$ cat src/rtl/mem_stage_if.sv
// Bus bundle between the EX/MEM register, mem_stage_ctrl and the data-memory controller.
// master = pipeline/memory environment side, slave = the mem_stage_ctrl sequencer.
interface mem_stage_if;
    logic        req_valid;
    logic        req_mem_w;
    logic [31:0] req_addr;
    logic [31:0] req_wdata;
    logic [2:0]  req_dm_ctrl;
    logic        dm_en;
    logic        dm_mem_w;
    logic [31:0] dm_addr;
    logic [2:0]  dm_ctrl;
    logic [31:0] dm_wdata;
    logic [31:0] dm_rdata;
    logic        stall;
    logic        done;
    logic        wb_valid;
    logic [31:0] wb_rdata;
    logic        access_fault;
    logic [31:0] fault_addr;

    modport master (
        output req_valid, req_mem_w, req_addr, req_wdata, req_dm_ctrl, dm_rdata,
        input  dm_en, dm_mem_w, dm_addr, dm_ctrl, dm_wdata,
        input  stall, done, wb_valid, wb_rdata, access_fault, fault_addr
    );

    modport slave (
        input  req_valid, req_mem_w, req_addr, req_wdata, req_dm_ctrl, dm_rdata,
        output dm_en, dm_mem_w, dm_addr, dm_ctrl, dm_wdata,
        output stall, done, wb_valid, wb_rdata, access_fault, fault_addr
    );
endinterface

$ cat src/rtl/mem_stage_ctrl.sv
// Memory-stage sequencer: runs one load/store at a time against a byte-enabled BRAM and
// rejects faulting requests. Define MEM_STAGE_PERF_EN to add load/store/stall counters.
module mem_stage_ctrl #(
    parameter int unsigned READ_LATENCY  = 1,
    parameter int unsigned DM_ADDR_WIDTH = 12
) (
    input  logic        clk,
    input  logic        rst,
    mem_stage_if.slave  bus
`ifdef MEM_STAGE_PERF_EN
    ,
    output logic [31:0] perf_loads,
    output logic [31:0] perf_stores,
    output logic [31:0] perf_stall_cyc
`endif
);
    localparam int unsigned CNT_W     = 2;
    localparam int unsigned RANGE_LSB = DM_ADDR_WIDTH + 2;

    typedef enum logic [1:0] {IDLE, ACCESS, WAIT, RESP} state_t;

    state_t           state;
    logic [CNT_W-1:0] cnt;
    logic             stall_c;
    logic             misalign_c;
    logic             out_of_range_c;
    logic             bad_ctrl_c;
    logic             fault_c;

    assign stall_c   = bus.req_valid & ~bus.done;
    assign bus.stall = stall_c;

    // Request screening, consumed only when a request is accepted in IDLE.
    always_comb begin
        misalign_c = 1'b0;
        case (bus.req_dm_ctrl)
            3'b000:         misalign_c = (bus.req_addr[1:0] != 2'b00);
            3'b001, 3'b010: misalign_c = bus.req_addr[0];
            default:        misalign_c = 1'b0;
        endcase
    end

    assign out_of_range_c = ((bus.req_addr >> RANGE_LSB) != 32'd0);
    assign bad_ctrl_c     = (bus.req_dm_ctrl > 3'd4);
    assign fault_c        = misalign_c | out_of_range_c | bad_ctrl_c;

    // Sequencer; dm_addr/dm_ctrl stay put after ACCESS because the controller's
    // byte/half select on the read data still depends on them.
    always_ff @(posedge clk or posedge rst) begin
        if (rst) begin
            state            <= IDLE;
            cnt              <= '0;
            bus.dm_en        <= 1'b0;
            bus.dm_mem_w     <= 1'b0;
            bus.dm_addr      <= '0;
            bus.dm_ctrl      <= '0;
            bus.dm_wdata     <= '0;
            bus.done         <= 1'b0;
            bus.wb_valid     <= 1'b0;
            bus.wb_rdata     <= '0;
            bus.access_fault <= 1'b0;
            bus.fault_addr   <= '0;
        end else begin
            bus.dm_en        <= 1'b0;
            bus.dm_mem_w     <= 1'b0;
            bus.done         <= 1'b0;
            bus.wb_valid     <= 1'b0;
            bus.access_fault <= 1'b0;
            case (state)
                IDLE: begin
                    if (bus.req_valid) begin
                        bus.dm_addr  <= bus.req_addr;
                        bus.dm_ctrl  <= bus.req_dm_ctrl;
                        bus.dm_wdata <= bus.req_wdata;
                        if (fault_c) begin
                            bus.done         <= 1'b1;
                            bus.access_fault <= 1'b1;
                            bus.fault_addr   <= bus.req_addr;
                            state            <= RESP;
                        end else begin
                            bus.dm_en    <= 1'b1;
                            bus.dm_mem_w <= bus.req_mem_w;
                            state        <= ACCESS;
                        end
                    end
                end
                ACCESS: begin
                    // dm_mem_w carries the latched direction during this cycle
                    if (bus.dm_mem_w) begin
                        bus.done <= 1'b1;
                        state    <= RESP;
                    end else begin
                        cnt   <= CNT_W'(READ_LATENCY - 1);
                        state <= WAIT;
                    end
                end
                WAIT: begin
                    if (cnt == '0) begin
                        bus.wb_rdata <= bus.dm_rdata;
                        bus.done     <= 1'b1;
                        bus.wb_valid <= 1'b1;
                        state        <= RESP;
                    end else begin
                        cnt <= cnt - CNT_W'(1);
                    end
                end
                RESP: begin
                    state <= IDLE;
                end
                default: begin
                    state <= IDLE;
                end
            endcase
        end
    end

`ifdef MEM_STAGE_PERF_EN
    // Counters bump on the same edge that raises wb_valid / store done.
    always_ff @(posedge clk or posedge rst) begin
        if (rst) begin
            perf_loads     <= '0;
            perf_stores    <= '0;
            perf_stall_cyc <= '0;
        end else begin
            if (state == WAIT && cnt == '0) perf_loads <= perf_loads + 32'd1;
            if (state == ACCESS && bus.dm_mem_w) perf_stores <= perf_stores + 32'd1;
            if (stall_c) perf_stall_cyc <= perf_stall_cyc + 32'd1;
        end
    end
`endif

endmodule

$ cat src/flat_wrapper.sv
// flat-port wrapper written by rule: the top's interface ports become plain ports
module mem_stage_ctrl_flat 
#(
    parameter int unsigned READ_LATENCY  = 1,
    parameter int unsigned DM_ADDR_WIDTH = 12
)
  (clk, rst, bus_req_valid, bus_req_mem_w, bus_req_addr, bus_req_wdata, bus_req_dm_ctrl, bus_dm_rdata, bus_dm_en, bus_dm_mem_w, bus_dm_addr, bus_dm_ctrl, bus_dm_wdata, bus_stall, bus_done, bus_wb_valid, bus_wb_rdata, bus_access_fault, bus_fault_addr);
  mem_stage_if bus_i ();
  input  logic clk;
  input  logic rst;
  input wire logic [$bits(bus_i.req_valid)-1:0] bus_req_valid;
  input wire logic [$bits(bus_i.req_mem_w)-1:0] bus_req_mem_w;
  input wire logic [$bits(bus_i.req_addr)-1:0] bus_req_addr;
  input wire logic [$bits(bus_i.req_wdata)-1:0] bus_req_wdata;
  input wire logic [$bits(bus_i.req_dm_ctrl)-1:0] bus_req_dm_ctrl;
  input wire logic [$bits(bus_i.dm_rdata)-1:0] bus_dm_rdata;
  output wire logic [$bits(bus_i.dm_en)-1:0] bus_dm_en;
  output wire logic [$bits(bus_i.dm_mem_w)-1:0] bus_dm_mem_w;
  output wire logic [$bits(bus_i.dm_addr)-1:0] bus_dm_addr;
  output wire logic [$bits(bus_i.dm_ctrl)-1:0] bus_dm_ctrl;
  output wire logic [$bits(bus_i.dm_wdata)-1:0] bus_dm_wdata;
  output wire logic [$bits(bus_i.stall)-1:0] bus_stall;
  output wire logic [$bits(bus_i.done)-1:0] bus_done;
  output wire logic [$bits(bus_i.wb_valid)-1:0] bus_wb_valid;
  output wire logic [$bits(bus_i.wb_rdata)-1:0] bus_wb_rdata;
  output wire logic [$bits(bus_i.access_fault)-1:0] bus_access_fault;
  output wire logic [$bits(bus_i.fault_addr)-1:0] bus_fault_addr;
  assign bus_i.req_valid = bus_req_valid;
  assign bus_i.req_mem_w = bus_req_mem_w;
  assign bus_i.req_addr = bus_req_addr;
  assign bus_i.req_wdata = bus_req_wdata;
  assign bus_i.req_dm_ctrl = bus_req_dm_ctrl;
  assign bus_i.dm_rdata = bus_dm_rdata;
  assign bus_dm_en = bus_i.dm_en;
  assign bus_dm_mem_w = bus_i.dm_mem_w;
  assign bus_dm_addr = bus_i.dm_addr;
  assign bus_dm_ctrl = bus_i.dm_ctrl;
  assign bus_dm_wdata = bus_i.dm_wdata;
  assign bus_stall = bus_i.stall;
  assign bus_done = bus_i.done;
  assign bus_wb_valid = bus_i.wb_valid;
  assign bus_wb_rdata = bus_i.wb_rdata;
  assign bus_access_fault = bus_i.access_fault;
  assign bus_fault_addr = bus_i.fault_addr;
  mem_stage_ctrl #(.READ_LATENCY(READ_LATENCY), .DM_ADDR_WIDTH(DM_ADDR_WIDTH)) u_core (.clk(clk), .rst(rst), .bus(bus_i));
endmodule
$ cat config.mk
export PLATFORM = sky130hd
export DESIGN_NAME = mem_stage_ctrl_flat
export DESIGN_NICKNAME = d
export VERILOG_FILES = /design/src/rtl/mem_stage_if.sv /design/src/rtl/mem_stage_ctrl.sv /design/src/flat_wrapper.sv
export SDC_FILE = /design/constraint.sdc
export NUM_CORES = 1
export LEC_CHECK = 0
export CAP_MARGIN = 40
export CELL_PAD_IN_SITES_DETAIL_PLACEMENT = 0
export CELL_PAD_IN_SITES_GLOBAL_PLACEMENT = 1
export CORE_MARGIN = 2
export CORE_UTILIZATION = 34
export CTS_CLUSTER_SIZE = 14
export DETAILED_ROUTE_END_ITERATION = 16
export GPL_TIMING_DRIVEN = 0
export PLACE_DENSITY_LB_ADDON = 0.12
export SLEW_MARGIN = 20
export SYNTH_ARGS = -nofsm -noshare
export SYNTH_HDL_FRONTEND = slang
export SYNTH_SLANG_ARGS = --single-unit
export TNS_END_PERCENT = 5
$ cat constraint.sdc
create_clock -name clk -period 11.9 [get_ports clk]
set_clock_uncertainty 0.2 [all_clocks]
set_input_delay 2.975 -clock clk [delete_from_list [all_inputs] [get_ports clk]]
set_output_delay 2.975 -clock clk [all_outputs]
set_load 0.05 [all_outputs]
==> reports/metrics.cfg <==
[global_routing]
grt_overflow = 0
grt_antenna_before_repair = 0
via_count_of_the_first_global_routing_pass = 4616
grt_pass1_wl_um = 24200
grt_max_degree = 91
grt.total_usage_pct = 18.8

[finish]
post_route_cells_drive_above_1_share_pct = 11.5
insertedDiodeCount = 0
area_delta_synth_final_pct = 61.5
mostFrequentLayoutCells = clkdlybuf4s50_1 (239), nand2_1 (206), dfrtp_1 (140)
nFillCells = 1390
fin_nets = 850
most_common_cell_after_layout_fill_and_taps_aside = clkdlybuf4s50_1
finish.utilization_pct = 55.5

[worst_setup_path]
worst_setup_start_kind = primary input
critPathKind = primary input to output port
critical_path_required_ps = 8730
setup.worst_path.end_class = output port
critical_path.max_fanout = 3
critical_path_arrival_ps = 4460

[timing]
unrepaired_setup_endpoints_after_global_routing = false
slew-limit-headroom_pct = 62.0
timing.final.hold_violations = 0
max_freq_mhz = 131
fin_tns_setup_ps = 0
finalMaxSlewViolations = 0
layout_min_cycle_time_ps = 7640
worst_slew_pin_slew_ps = 570
final.hold.worst_slack_ps = 272
fin_crit_sh_pct = 64.2
setup-violations-final = 0

[clocking]
cts.repair_timing.setup_buffer_count = 0
max-clock-path-buffers = 2
clk_pin_slew_ps = 50
post_cts_hold_buffer_count = 0
cts-buffers-inserted = 17
cts_tree = built
clk_latency_ps = 410
number_of_sinks_on_the_clock_net = 140
cell_at_the_root_of_the_clock_tree = clkbuf_16
h_tree_levels = 4
cts_resized = 0

[synthesis]
synth_xor_xnor_area_share_pct = 0
synth_simple_gate_area_share_pct = 16.2
mapped_avg_cell_area_um2 = 11.2
post_synth_fa_ha_maj_area_fraction_pct = 1.39
synth_mux_area_share_pct = 6.86
synthesis.yosys.warnings = 0
yosys.cell_types.count = 33
netlist_area_before_placement_um2 = 5400
fraction_of_registers_with_async_set_reset_pct = 100
synth.ff_latch_count = 140
postSynth.topFlopCell = dfrtp_1
main_combinational_cell_family_by_area_after_synthesis = simple AND/OR/NAND/NOR gates
synth_edf_count = 0
synth-compound-area-share_pct = 7.71
gate_count_post_synth = 482
portion_of_the_post_synthesis_area_used_by_sequential_elements_pct = 64.9
synth_nets = 591

[power]
power_dens_cells_nw_per_um2 = 346
power.share.combinational_pct = 55.0
switching_share_pct = 46.4
power.clock.fraction_pct = 18.2
cellInternalPower_uw = 1620
seq_power_share_pct = 26.8
leakage_uw = 0.00403
max-vdd-ir-drop_v = 0.000169
p_sw_uw = 1400

[run_status]
run_status = complete, no violations

[route]
postRouteAntennaNets = 0
totalWireLength_um = 15200
vias = 4381
drcViolationCount = 0
detail_route.iter0.violations = 196
route.detailed.wl_per_inst_um = 15.7
vias_per_cell = 4.52
drt_pre_antenna_iters = 4

[die]
pin_count = 240
total_core_area_um2 = 15700
design.die.area_um2 = 16900
fp.dieH_um = 130
initial_utilization_pct = 34.4
site_row_count = 46
fp.dieW_um = 130

[placement]
dp_hpwl_um = 11400
placement.io_buffers = 239
finalWeightedCongestion = 0.776

[run]
drv_cap = 0

[min_path]
worstHoldPathType = register to register

==> cell type report <==
class / count / area (um^2) / share of cell area [%]
clock inverter: 10 / 138 / 1.58
buffer: 26 / 121 / 1.39
sequential: 140 / 3500 / 40.2
tap: 216 / 270 / 3.10
multi-input combinational: 306 / 1740 / 19.9
inverter: 10 / 45.0 / 0.516
timing repair buffer: 240 / 2420 / 27.7
clock buffer: 22 / 484 / 5.55
==> kinds of logic (layout without fill, tap and decap cells) <==
kind of cell / count (synthesis) / in the layout
and+or+nand+nor: 221 / 221
adders and majority gates: 6 / 6
muxes: 33 / 33
AOI/OAI and AO/OA: 46 / 46
buffers and inverters: 36 / 308
DFF: 140 / 140
==> final timing paths <==
kind                                                    from                                   to  slack, ps  depth (start not counted)
max                                            bus_req_valid                            bus_stall       4260                          4
min                        u_core.bus.dm_addr[3]$_DFFE_PP0P_    u_core.bus.dm_addr[3]$_DFFE_PP0P_        270                          2
max reg2reg                      u_core.state[0]$_DFFE_PP0P_   u_core.bus.dm_addr[10]$_DFFE_PP0P_       9420                          8
min reg2reg                u_core.bus.dm_addr[3]$_DFFE_PP0P_    u_core.bus.dm_addr[3]$_DFFE_PP0P_        270                          2
max in group asynchronous                                rst   u_core.bus.dm_addr[30]$_DFFE_PP0P_       7960                          3
min in group asynchronous                                rst  u_core.bus.wb_rdata[20]$_DFFE_PP0P_       2770                          2
==> synthesized netlist by cell type (2+ instances only) <==
cell / n / share of area, %
dfrtp_1: 140 / 65
ha_1: 6 / 1.4
inv_1: 10 / 0.70
a32o_1: 7 / 1.3
nor4_2: 3 / 0.70
nand2_1: 206 / 14
o21ai_0: 3 / 0.28
nor2_1: 4 / 0.28
buf_2: 4 / 0.37
clkbuf_1: 18 / 1.3
a32o_2: 7 / 1.5
a21bo_2: 2 / 0.37
buf_1: 2 / 0.14
a22o_1: 19 / 3.1
or3_1: 2 / 0.23
mux2_2: 32 / 6.7
==> sequential cells by signal, indices dropped and copies added, names as in the netlist <==
| name | cells |
|---|---|
| u_core.bus.dm_addr | 32 |
| u_core.bus.dm_wdata | 32 |
| u_core.bus.fault_addr | 32 |
| u_core.bus.wb_rdata | 32 |
| u_core.bus.dm_ctrl | 3 |
| u_core.cnt | 2 |
| u_core.state | 2 |
| u_core.bus.access_fault | 1 |
| u_core.bus.dm_en | 1 |
| u_core.bus.dm_mem_w | 1 |
| u_core.bus.done | 1 |
| u_core.bus.wb_valid | 1 |
==> power groups by stage <==
stage / Clock, uW / Sequential, uW / Combinational, uW
after CTS: 561 / 811 / 1680
final: 547 / 809 / 1660
after global placement: 0 / 808 / 1660
after detailed placement: 0 / 815 / 1680
after floorplan: 0 / 1560 / 339
after global routing: 585 / 840 / 1750
==> critical path: stages <==
cell,delay [ps]
clkdlybuf4s50_1,500
inv_1,70
nor2_1,90
clkdlybuf4s50_1,820
==> metal layers <==
metal / part of all wire (%) / up-vias / track usage [%] / wire length, um
met4: 2.1 / 0 / 7.40 / 314
li1: - / 2105 / - / -
met5: 0 / - / 0 / 0
met3: 8.8 / 25 / 7.01 / 1340
met1: 41 / 2092 / 23.4 / 6190
met2: 48 / 159 / 30.1 / 7380
==> metrics by stage <==
stage	area, um^2	cells	setup slack [ps]	total power [uW]
3_5_place_dp	8100	938	4270	2490
4_1_cts	8720	970	4260	3050
6_report	8720	970	4260	3010
3_3_place_gp	8060	937	2990	2460
2_1_floorplan	5400	482	4970	1900
5_1_grt	8720	970	4220	3180
No activity file was read; power rests on OpenSTA's default activity.
